--- config.mk ---
export PLATFORM = sky130hd
export DESIGN_NAME = wb_sevenseg
export DESIGN_NICKNAME = d
export VERILOG_FILES = /design/src/rtl/wb_sevenseg.sv
export SDC_FILE = /design/constraint.sdc
export NUM_CORES = 1
export LEC_CHECK = 0
export ABC_AREA = 1
export BUFFER_PORTS_ARGS = -buffer_cell sky130_fd_sc_hd__buf_2
export CORE_MARGIN = 2
export CORE_UTILIZATION = 45
export CTS_CLUSTER_DIAMETER = 200
export DETAILED_ROUTE_END_ITERATION = 10
export GPL_TIMING_DRIVEN = 0
export PLACE_DENSITY_LB_ADDON = 0.25
export SYNTH_ARGS = -nofsm -noshare
export SYNTH_HDL_FRONTEND = slang
export SYNTH_SLANG_ARGS = --single-unit
--- constraint.sdc ---
create_clock -name clk -period 3.2 [get_ports clk]
set_clock_uncertainty 0.2 [all_clocks]
set_input_delay 0.16 -clock clk [delete_from_list [all_inputs] [get_ports clk]]
set_output_delay 0.16 -clock clk [all_outputs]
set_load 0.03 [all_outputs]
--- src/rtl/wb_sevenseg.sv ---
`default_nettype none
// ============================================================================
// Module   : wb_sevenseg
// Purpose  : Wishbone slave for the Nexys4 8-digit multiplexed seven-segment
//            display. Software writes hex nibbles, per-digit enables, decimal
//            points and a blink mask; the block scans the anodes, decodes hex
//            to segments and blinks the masked digits on its own.
// Ports    : clk, reset        - clock, synchronous active-high reset
//            wb_*              - Wishbone slave (adr[3:2] decoded, sel lanes)
//            seg_n[6:0]        - segments a..g, active-low (bit0 = a)
//            dp_n              - decimal point, active-low
//            an_n[7:0]         - digit anodes, active-low, at most one low
// Revision : 1.0 - initial release
// ============================================================================
module wb_sevenseg #(
  parameter int SCAN_DIV     = 12500,
  parameter int BLANK_CYCLES = 16
) (
  input  logic        clk,
  input  logic        reset,
  input  logic [31:0] wb_adr_i,
  input  logic [31:0] wb_dat_i,
  output logic [31:0] wb_dat_o,
  input  logic [3:0]  wb_sel_i,
  input  logic        wb_stb_i,
  input  logic        wb_cyc_i,
  input  logic        wb_we_i,
  output logic        wb_ack_o,
  output logic [6:0]  seg_n,
  output logic        dp_n,
  output logic [7:0]  an_n
);

  localparam int P_W = (SCAN_DIV > 1) ? $clog2(SCAN_DIV) : 1;
  localparam logic [P_W-1:0] c_p_last = P_W'(SCAN_DIV - 1);
  localparam logic [P_W-1:0] c_blank  = P_W'(BLANK_CYCLES);

  localparam logic [1:0] c_adr_data   = 2'd0;
  localparam logic [1:0] c_adr_ctrl   = 2'd1;
  localparam logic [1:0] c_adr_bdiv   = 2'd2;
  localparam logic [1:0] c_adr_status = 2'd3;

  // Only address bits [3:2] select a register.
  logic unused_adr;
  assign unused_adr = ^{wb_adr_i[31:4], wb_adr_i[1:0]};

  // Active-high gfedcba segment pattern for a hex nibble.
  function automatic logic [6:0] hex7(input logic [3:0] n);
    case (n)
      4'h0: hex7 = 7'h3F;  4'h1: hex7 = 7'h06;
      4'h2: hex7 = 7'h5B;  4'h3: hex7 = 7'h4F;
      4'h4: hex7 = 7'h66;  4'h5: hex7 = 7'h6D;
      4'h6: hex7 = 7'h7D;  4'h7: hex7 = 7'h07;
      4'h8: hex7 = 7'h7F;  4'h9: hex7 = 7'h6F;
      4'hA: hex7 = 7'h77;  4'hB: hex7 = 7'h7C;
      4'hC: hex7 = 7'h39;  4'hD: hex7 = 7'h5E;
      4'hE: hex7 = 7'h79;  default: hex7 = 7'h71;
    endcase
  endfunction

  logic [31:0]    data_q, data_d;
  logic [23:0]    ctrl_q, ctrl_d;      // [7:0] enable, [15:8] dp, [23:16] blink
  logic [31:0]    bdiv_q, bdiv_d;
  logic [31:0]    bcnt_q, bcnt_d;
  logic           phase_q, phase_d;
  logic [P_W-1:0] p_q, p_d;
  logic [2:0]     d_q, d_d;
  logic           ack_q, ack_d;
  logic [31:0]    dat_q, dat_d;
  logic [7:0]     an_n_q, an_n_d;
  logic [6:0]     seg_n_q, seg_n_d;
  logic           dp_n_q, dp_n_d;

  logic        req, wr, vis;
  logic [1:0]  reg_sel;
  logic [31:0] rd_data;

  always_comb begin
    data_d  = data_q;
    ctrl_d  = ctrl_q;
    bdiv_d  = bdiv_q;
    bcnt_d  = bcnt_q;
    phase_d = phase_q;
    p_d     = p_q;
    d_d     = d_q;

    // The ~ack term turns a held strobe into an ack every other cycle.
    req     = wb_stb_i & wb_cyc_i & ~ack_q;
    wr      = req & wb_we_i;
    reg_sel = wb_adr_i[3:2];
    ack_d   = req;

    case (reg_sel)
      c_adr_data: rd_data = data_q;
      c_adr_ctrl: rd_data = {8'h00, ctrl_q};
      c_adr_bdiv: rd_data = bdiv_q;
      default:    rd_data = {23'd0, phase_q, 5'd0, d_q};
    endcase
    dat_d = req ? rd_data : 32'd0;

    if (wr) begin
      for (int i = 0; i < 4; i++) begin
        if (wb_sel_i[i]) begin
          case (reg_sel)
            c_adr_data: data_d[8*i +: 8] = wb_dat_i[8*i +: 8];
            c_adr_ctrl: if (i < 3) ctrl_d[8*i +: 8] = wb_dat_i[8*i +: 8];
            c_adr_bdiv: bdiv_d[8*i +: 8] = wb_dat_i[8*i +: 8];
            default: ;
          endcase
        end
      end
    end

    // Digit scan: prescaler wrap advances the digit index.
    if (p_q == c_p_last) begin
      p_d = '0;
      d_d = d_q + 3'd1;
    end else begin
      p_d = p_q + P_W'(1);
    end

    // Blink: any BLINKDIV write restarts the period from phase 0.
    if (wr && reg_sel == c_adr_bdiv) begin
      bcnt_d  = 32'd0;
      phase_d = 1'b0;
    end else if (bdiv_q == 32'd0) begin
      bcnt_d  = 32'd0;
      phase_d = 1'b0;
    end else if (bcnt_q >= bdiv_q - 32'd1) begin
      bcnt_d  = 32'd0;
      phase_d = ~phase_q;
    end else begin
      bcnt_d  = bcnt_q + 32'd1;
    end

    // Display outputs from the live registers; the anode stays dark during
    // the blanking window at the start of each slot to avoid ghosting.
    vis     = ctrl_q[d_q] & ~(ctrl_q[16 + d_q] & phase_q);
    an_n_d  = (vis && p_q >= c_blank) ? ~(8'h01 << d_q) : 8'hFF;
    seg_n_d = ~hex7(data_q[{d_q, 2'b00} +: 4]);
    dp_n_d  = ~ctrl_q[8 + d_q];
  end

  always_ff @(posedge clk) begin
    if (reset) begin
      data_q  <= 32'd0;
      ctrl_q  <= 24'd0;
      bdiv_q  <= 32'd0;
      bcnt_q  <= 32'd0;
      phase_q <= 1'b0;
      p_q     <= '0;
      d_q     <= 3'd0;
      ack_q   <= 1'b0;
      dat_q   <= 32'd0;
      an_n_q  <= 8'hFF;
      seg_n_q <= 7'h7F;
      dp_n_q  <= 1'b1;
    end else begin
      data_q  <= data_d;
      ctrl_q  <= ctrl_d;
      bdiv_q  <= bdiv_d;
      bcnt_q  <= bcnt_d;
      phase_q <= phase_d;
      p_q     <= p_d;
      d_q     <= d_d;
      ack_q   <= ack_d;
      dat_q   <= dat_d;
      an_n_q  <= an_n_d;
      seg_n_q <= seg_n_d;
      dp_n_q  <= dp_n_d;
    end
  end

  assign wb_ack_o = ack_q;
  assign wb_dat_o = dat_q;
  assign an_n     = an_n_q;
  assign seg_n    = seg_n_q;
  assign dp_n     = dp_n_q;

endmodule
`default_nettype wire

# Yosys cells after proc, flatten, opt, wreduce, memory -nomap -nowiden
# Memories as Yosys holds them, arrays and structs flattened.
# Cells that the tools add are included.
word_totals:
  input_bits: 73
  ff_bits: 187
  output_inout_bits: 49
  wordCells: 77
  mem_count: 1
  romBits: 112
mem_list:
  columns: ["name", "words", "word_bits", "read_ports", "rd_ports_with_merged_regs", "wr", "line", "rtl"]
  rows:
  - ["(no name shown)", 16, 7, 1, 0, 0, "49", "case (n)"]
classes:
  n_reduce_logical: 20
  n_mux: 7
  add_sub_neg: 6
  n_eq_ne: 3
  magnitude_cmp: 5
  bitwise_logic: 13
  shift: 2
ops:
  columns: ["op", "count"]
  rows:
  - ["$pmux 32 s3", 1]
  - ["$reduce_and 3->1", 11]
  - ["$add 32x1->32 const B", 1]
  - ["$ge 32x32->1", 1]
  - ["$logic_not 32->1", 1]
  - ["$shiftx 32x6->4", 1]
  - ["$sub 32x1->32 const B", 1]
  - ["$add 14x1->14 const B", 1]
  - ["$eq 14x14->1 const B", 1]
  - ["$ge 14x5->1 const B", 1]
  - ["$bmux 1 s5", 2]
  - ["$not 8->8", 1]
  - ["$shl 1x3->8 const A", 1]
  - ["$not 7->7", 1]
  - ["$add 5x3->6 const A", 1]
  - ["$lt 3x6->1 const B", 1]
  - ["$lt 5x6->1 const B", 1]
  - ["$lt 6x6->1 const B", 1]
  - ["$not 1->1", 6]
  - ["$reduce_or 2->1", 3]
  - ["$add 4x3->5 const A", 1]
  - ["$and 1x1->1", 5]
  - ["$reduce_or 4->1", 1]
  - ["$add 3x1->3 const B", 1]
  - ["7 further kinds", 10]

# Depth between registers and ports, before layout
# Gate-level depths: netlist of the first run.
logic_depth:
  word_depth: 9
  depth_mapped: 21
  ltp_nobuf: 21

# Least setup slack after synthesis of the first run
# Ideal clock, no wire load.
synth_timing:
  path_type: "reg2reg"
  startpoint: "register bdiv_q[0]"
  endpoint: "register bcnt_q[11]"
  arrival_ns: 2.491
  setup_ns: 0.116
  slack_ns: 0.393
  path_stages_with_launch: 19
  period_less_slack_ns: 2.807
  path_cell_list: "dfxtp_1 inv_1 ha_1 nand2_2 nor2_2 nand2_2 inv_2 nand2_2 nor2_2 nand4_1 xor2_1 ha_1 nand2_1 nor2_1 nor3b_1 nand2_1 nand3_2 buf_4 nor2_1"
synth_via:
  elab_chain_cells: 3
  elab_cells_between_ends: 4
  cone_classes: "add/sub: 1; order compare: 1; reduce/logical: 2"
synth_rtl:
  columns: ["item", "line", "rtl"]
  rows:
  - ["start, declared", "63", "logic [31:0] bdiv_q, bdiv_d;"]
  - ["start signal, assigned", "161", "bdiv_q <= bdiv_d;"]
  - ["$sub 32x1->32", "129", "end else if (bcnt_q >= bdiv_q - 32'd1) begin"]
  - ["$ge 32x32->1", "129", null]
  - ["$reduce_or 4->1 (no source line) (*)", null, null]
  - ["end signal, assigned", "162", "bcnt_q <= bcnt_d;"]
  - ["end, declared", "64", "logic [31:0] bcnt_q, bcnt_d;"]
# Every way passes the cells marked *; elsewhere a longest branch is shown, timed or not.
# A chain may end at the register's enable or synchronous reset.

# Worst setup path in the final report of the first run
layout_timing:
  startpoint: "register bdiv_q[9]"
  endpoint: "register bcnt_q[14]"
# Same word-level chain as after synthesis.

==> results of run 1 <==
## worst max-delay path, cell delays in order (launching register included)
cell and delay (ns):
dfxtp_1 0.38, nor2_2 0.18, inv_1 0.08, nor2_2 0.13
nand4_4 0.17, inv_2 0.09, nand2_1 0.10, nor2_2 0.13
xor2_1 0.20, ha_1 0.27, a21oi_1 0.13, nor2_1 0.06
nor2_1 0.12, nand3_1 0.11, a21oi_2 0.23, nand3_4 0.19
clkbuf_16 0.22, nor2_1 0.08
## path summary, 6_finish.rpt
kind               startpoint          to  cells past startpoint
setup / recovery    bdiv_q[9]  bcnt_q[14]                     17
hold / removal    wb_sel_i[3]  bdiv_q[27]                      4
setup reg to reg    bdiv_q[9]  bcnt_q[14]                     17
hold reg to reg        p_q[0]      p_q[0]                      1
## per-layer routing
metal | up-vias | GRT usage | routed length [µm]
li1 | 4692 | - | -
met1 | 4242 | 0.3165 | 11790
met2 | 399 | 0.4225 | 13520
met3 | 91 | 0.05727 | 2157
met4 | 0 | 0.1193 | 1204
met5 | - | 0 | 0
## layout by cell type (no fill, tap or decap), types with 46 or more instances in the layout
cell	Yosys	final
a21oi_1	132	130
ha_1	49	47
buf_2	15	106
nand3_1	72	71
nor2_1	118	109
o21ai_0	102	101
dfxtp_1	187	184
inv_1	166	162
nand2_1	259	256
dlygate4sd3_1	0	46
## sequential cells by signal, summed over array words and instances, names as in the netlist
register	cells
p_q	14
phase_q	1
dp_n	1
bcnt_q	32
d_q	3
bdiv_q	32
data_q	32
an_n	8
wb_dat_o	32
wb_ack_o	1
ctrl_q	24
seg_n	7
## repair_timing
action	4_1_cts	5_1_grt
endpoints found under the hold margin	94	0
pin swaps	1	12
gates resized for setup	6	42
buffers inserted	1	9
hold buffers	46	0
endpoints found under the setup margin	30	33
cloned	0	2
## final cells by class
type | instances | area [µm²]
repair buffers | 149 | 1027
flip-flops and latches | 187 | 3750
clock buffers | 17 | 425.4
fillers | 1980 | 9231
clock inverters | 15 | 180.2
multi-input cells | 923 | 5149
inverters | 173 | 651.9
well taps | 275 | 344.1
plain buffers | 51 | 262.8
## logic make-up (layout without fill, tap and decap cells)
logic type               Yosys count  in the layout  synth area share
AND/OR/NAND/NOR                  534            534            0.2466
AO/OA/AOI/OAI                    281            281            0.1552
buffers and inverters            224            405           0.09267
flip-flops                       187            187            0.3883
XOR/XNOR                          59             59           0.05360
adder cells (fa/ha/maj)           49             49           0.06360
## report_power, final
part / internal (W) / switching [W] / total (W)
logic: 0.000204 / 0.000324 / 0.000529
clock network: 0.00112 / 0.00104 / 0.00216
registers: 0.00235 / 0.0000158 / 0.00236
## through the flow
step | setup TNS, ns | hold WS, ns
global placement | -1.821 | 0.2442
global route | -1.414 | 0.01711
detailed placement | -2.516 | 0.2533
finish | 0 | 0.01747
CTS | 0 | 0.01190
floorplan | 0 | 0.1202
==> results.json, run 1 <==
{
  "status": "complete, no violations",
  "setup_viol": 0,
  "ir_drop_mv": 0.3908,
  "syn-cell-area_mm2": 0.009640,
  "synth_edf_count": 0,
  "vias_per_cell": 5.265,
  "yosys_warnings": 0,
  "wl_um": 28660,
  "yosys.area.top_type": "dfxtp_1",
  "placed_cells": 1700,
  "clockBufferDepth": 2,
  "die_h_um": 150.4,
  "die-area_mm2": 0.02261,
  "drv_slew": 0,
  "slew_headroom": 0.4544,
  "yosysSeqAreaShare": 0.3883,
  "num_vias": 9424,
  "grt_usage": 0.2557,
  "max_freq_ghz": 0.3195,
  "crit_fanout": 7,
  "dr.first_iter.drc_count": 773,
  "overflow": 0,
  "pwr_density_cell_mw_per_mm2": 428.9,
  "fin_crit_sh": 0.9780,
  "grt_max_degree": 20,
  "power_leakage_nw": 5.166,
  "yosysMostFrequentCell": "nand2_1",
  "fin_nets": 1624,
  "antenna_found_initial": 0,
  "cts.sinks": 187,
  "worstSetupEndpointType": "flop",
  "max-cap-violations": 0,
  "dpl.hpwl_um": 21220,
  "synth_top_area_frac": 0.3883,
  "setup_slack_ns": 0.07025,
  "syn_to_final_growth_pct": 22.30,
  "finalHoldViolCount": 0,
  "gp_congestion": 0.9465,
  "cts_max_level": 4,
  "final_core_util": 0.5609,
  "syn_inst": 1334,
  "die_w_um": 150.4,
  "syn_area_per_cell_um2": 7.227,
  "ant_nets": 0,
  "core_mm2": 0.02102,
  "place_area_mm2": 0.01044,
  "synth-main-ff-cell": "dfxtp_1",
  "synth_commonest_cells": "nand2_1 (259), dfxtp_1 (187), inv_1 (166)",
  "critPathArrivalTime_ns": 3.31,
  "ys_async_sr_fraction": 0,
  "route.detailed.drc": 0,
  "synth_seq_cells": 187,
  "syn-num-nets": 1456,
  "layout.cells.non_filler": 1790,
  "clk_pin_slew_ns": 0.07,
  "io_pins": 122,
  "grt_pass1_wl_um": 44750,
  "clk_latency_ns": 0.44,
  "cts_tree": "done",
  "grt_pass1_vias": 8820,
  "worstHoldPathType": "input pin to flop",
  "pre_cts_slack_ns": -0.1073,
  "portBuffers": 91,
  "r2r_slack_ns": 0.07,
  "worst_setup_path_start_kind": "flop",
  "synth_cell_type_count": 40,
  "drive_above_1_share": 0.1492,
  "required_ns": 3.38,
  "power.total_w": 0.005056,
  "cts-root-buf": "clkbuf_16",
  "antenna_cells": 0,
  "wl_per_cell_um": 16.01,
  "dr.pass1.iters": 5,
  "final_area_mm2": 0.01179,
  "core.rowCount": 53,
  "final.min_clock_period_ns": 3.130,
  "initial_core_util": 0.4586,
  "cts_buffers": 17,
  "synth.top_cells.by_area": "dfxtp_1 (39%), nand2_1 (10%), a21oi_1 (6.9%)",
  "criticalPathCategory": "flop to flop",
  "worst_pin_slew_ns": 0.8116
}
(Power assumes the default switching activity.)
==> inputs of run 2 (changes only) <==
--- a/config.mk
+++ b/config.mk
@@ -5,7 +5,6 @@
 export SDC_FILE = /design/constraint.sdc
 export NUM_CORES = 1
 export LEC_CHECK = 0
-export ABC_AREA = 1
 export BUFFER_PORTS_ARGS = -buffer_cell sky130_fd_sc_hd__buf_2
 export CORE_MARGIN = 2
 export CORE_UTILIZATION = 45
==> results.json, run 2 <==
{
  "yosys.area.top_type": "dfxtp_1",
  "portBuffers": 85,
  "use_met3": 0.04444,
  "required_ns": 3.35,
  "grt_max_degree": 20,
  "syn_area_per_cell_um2": 8.969,
  "ys_async_sr_fraction": 0,
  "place_area_mm2": 0.01016,
  "route.detailed.drc": 0,
  "yosys_warnings": 0,
  "rsz0062_at_grt": "true",
  "setup_viol": 33,
  "synth_seq_cells": 187,
  "dr.pass1.iters": 5,
  "ant_nets": 0,
  "synth_commonest_cells": "dfxtp_1 (187), nor2_1 (124), nand2_1 (113)",
  "slowest_stage": "or4_4",
  "crit_end": "bcnt_q[8]",
  "worst_setup_path_start_kind": "flop",
  "gr-usage-met2": 0.3851,
  "die-area_mm2": 0.02181,
  "hold_path_depth": 3,
  "critPathBufInv": 2,
  "grtUsageMet1": 0.3231,
  "criticalPathCategory": "flop to flop",
  "cts.sinks": 187,
  "syn_inst": 1036,
  "grt_pass1_vias": 7873,
  "wl_per_cell_um": 17.21,
  "cts-root-buf": "clkbuf_16",
  "power_leakage_nw": 4.477,
  "worst_pin_slew_ns": 0.8166,
  "ir_drop_mv": 0.3363,
  "worst-path-stages": 14,
  "cts_buffers": 17,
  "layout.cells.non_filler": 1487,
  "worstPathCellList": "or4_4 > buf_6 > nor3_4 > nand2_8 > nor3_4 > xnor2_1 > ha_1 > a21o_1 > a211oi_2 > o311a_1 > a2bb2oi_4 > nand3_4 > clkbuf_16 > nor3_4",
  "reg2reg_to": "bcnt_q[8]",
  "placed_cells": 1391,
  "clockBufferDepth": 2,
  "syn_to_final_growth_pct": 25.57,
  "synth_compound_area_frac": 0.07420,
  "synth-xor-area-share": 0.06598,
  "critPathArrivalTime_ns": 3.81,
  "synth.top_cells.by_area": "dfxtp_1 (40%), ha_1 (6.6%), mux2i_1 (6.6%)",
  "num_vias": 8072,
  "drv_slew": 0,
  "drive_above_1_share": 0.2161,
  "rr_worst_depth": 14,
  "clk_latency_ns": 0.44,
  "syn-cell-area_mm2": 0.009291,
  "synth-main-ff-cell": "dfxtp_1",
  "status": "finished with violations",
  "fin_crit_sh": 1.143,
  "r2r_slack_ns": -0.46,
  "pre_cts_slack_ns": -0.7430,
  "overflow": 0,
  "final.min_clock_period_ns": 3.657,
  "core_mm2": 0.02023,
  "slew_headroom": 0.4556,
  "pwr_density_cell_mw_per_mm2": 422.8,
  "synth_cell_type_count": 65,
  "synth_edf_count": 0,
  "core.rowCount": 52,
  "max-cap-violations": 0,
  "synth_top_area_frac": 0.4029,
  "worstHoldPathType": "input pin to flop",
  "max_freq_ghz": 0.2734,
  "antenna_cells": 0,
  "setup_slack_ns": -0.4571,
  "grt_pass1_wl_um": 40920,
  "startpoint": "bdiv_q[1]",
  "r2r_start": "bdiv_q[1]",
  "dr.first_iter.drc_count": 532,
  "mostFrequentLayoutCell": "dfxtp_1",
  "yosysSeqAreaShare": 0.4029,
  "cts_tree": "done",
  "final_cell_mix": "dfxtp_1 (178), nor2_1 (124), nand2_1 (113)",
  "final_area_mm2": 0.01167,
  "hold_slack_ns": 0.008292,
  "gp_congestion": 0.9142,
  "yosys.area_share.simple": 0.2389,
  "crit_fanout": 7,
  "synthAdderAreaFrac": 0.06598,
  "max_stage_delay_ns": 0.56,
  "vias_per_cell": 5.428,
  "grt_usage": 0.2368,
  "worstSetupEndpointType": "flop",
  "die_h_um": 147.7,
  "syn-num-nets": 1158,
  "power.total_w": 0.004933,
  "initial_core_util": 0.4592,
  "io_pins": 122,
  "cpLargestDelayFamily": "simple AND/OR/NAND/NOR gates",
  "grt-busiest-layer": "met2",
  "wl_um": 25590,
  "dpl.hpwl_um": 18470,
  "yosysMostFrequentCell": "dfxtp_1",
  "synth.area.mux_share": 0.1154,
  "finalHoldViolCount": 0,
  "antenna_found_initial": 0,
  "fin_nets": 1326,
  "synth_top_family_by_area": "simple AND/OR/NAND/NOR gates",
  "die_w_um": 147.7,
  "cts_max_level": 4,
  "violations": "negative setup slack",
  "clk_pin_slew_ns": 0.07,
  "path_common_cell": "nor3_4"
}
run 2: changes by cell type after synthesis, sizes merged, moves of 11 or more:
cell / previous run / this run
nand4: 24 / 12
nand2: 267 / 115
nor3: 23 / 47
a21oi: 132 / 89
o21ai: 107 / 7
o22ai: 12 / 1
xnor2: 14 / 35
clkbuf: 28 / 40
mux2i: 0 / 62
inv: 171 / 25
mux4: 0 / 19
run 2: layout make-up:
class | instances | area, µm²
plain buffers | 53 | 299.0
clock buffers | 18 | 429.2
clock inverters | 14 | 166.4
fillers | 1810 | 8567
inverters | 26 | 97.59
multi-input cells | 767 | 5503
flip-flops and latches | 187 | 3770
well taps | 270 | 337.8
repair buffers | 152 | 1065
run 2: kinds of logic after synthesis:
logic type,Yosys count
fa+ha+maj,49
compound gates,121
xor+xnor,70
flops,187
mux,82
simple gates,445
buf+inv,82
run 2: report_power, final:
part	internal (W)	switching [W]
Clock	0.00113	0.00104
Combinational	0.000168	0.000246
Sequential	0.00234	0.0000157
Total	0.00363	0.00130
run 2: layer usage:
layer,part of all wire,up-vias
met4,0.016,0
met3,0.059,33
met1,0.45,3857
li1,-,3938
met5,0,-
met2,0.47,244
run 2: worst min path at each step:
stage / start / end / slack [ns]
after floorplan: wb_dat_i[0] / bdiv_q[0] / 0.1
after global placement: wb_dat_i[25] / data_q[25] / 0.23
after detailed placement: wb_dat_i[25] / data_q[25] / 0.23
after CTS: wb_cyc_i / wb_dat_o[1] / 0.002
after global routing: wb_cyc_i / wb_dat_o[8] / 0.04
final: wb_cyc_i / wb_dat_o[0] / 0.008
run 2: what timing repair did:
item	4_1_cts	5_1_grt
gates resized for setup	43	20
pin swaps	40	7
endpoints found under the hold margin	92	0
setup endpoints to repair	34	34
setup buffers	11	11
hold buffers	42	0
cloned	3	0
run 2: through the flow:
| step | TNS [ns] | utilization |
|---|---|---|
| after floorplan | -6.684 | - |
| after global placement | -21.96 | 0.5023 |
| after global routing | -18.68 | 0.5766 |
| after detailed placement | -23.55 | 0.5023 |
| after CTS | -13.37 | 0.5695 |
| final | -14.00 | 0.5766 |
run 2: worst min-delay path, cell delays in order:
cell,delay [ns]
buf_2,0.10
nand4b_1,0.26
nor2b_1,0.07
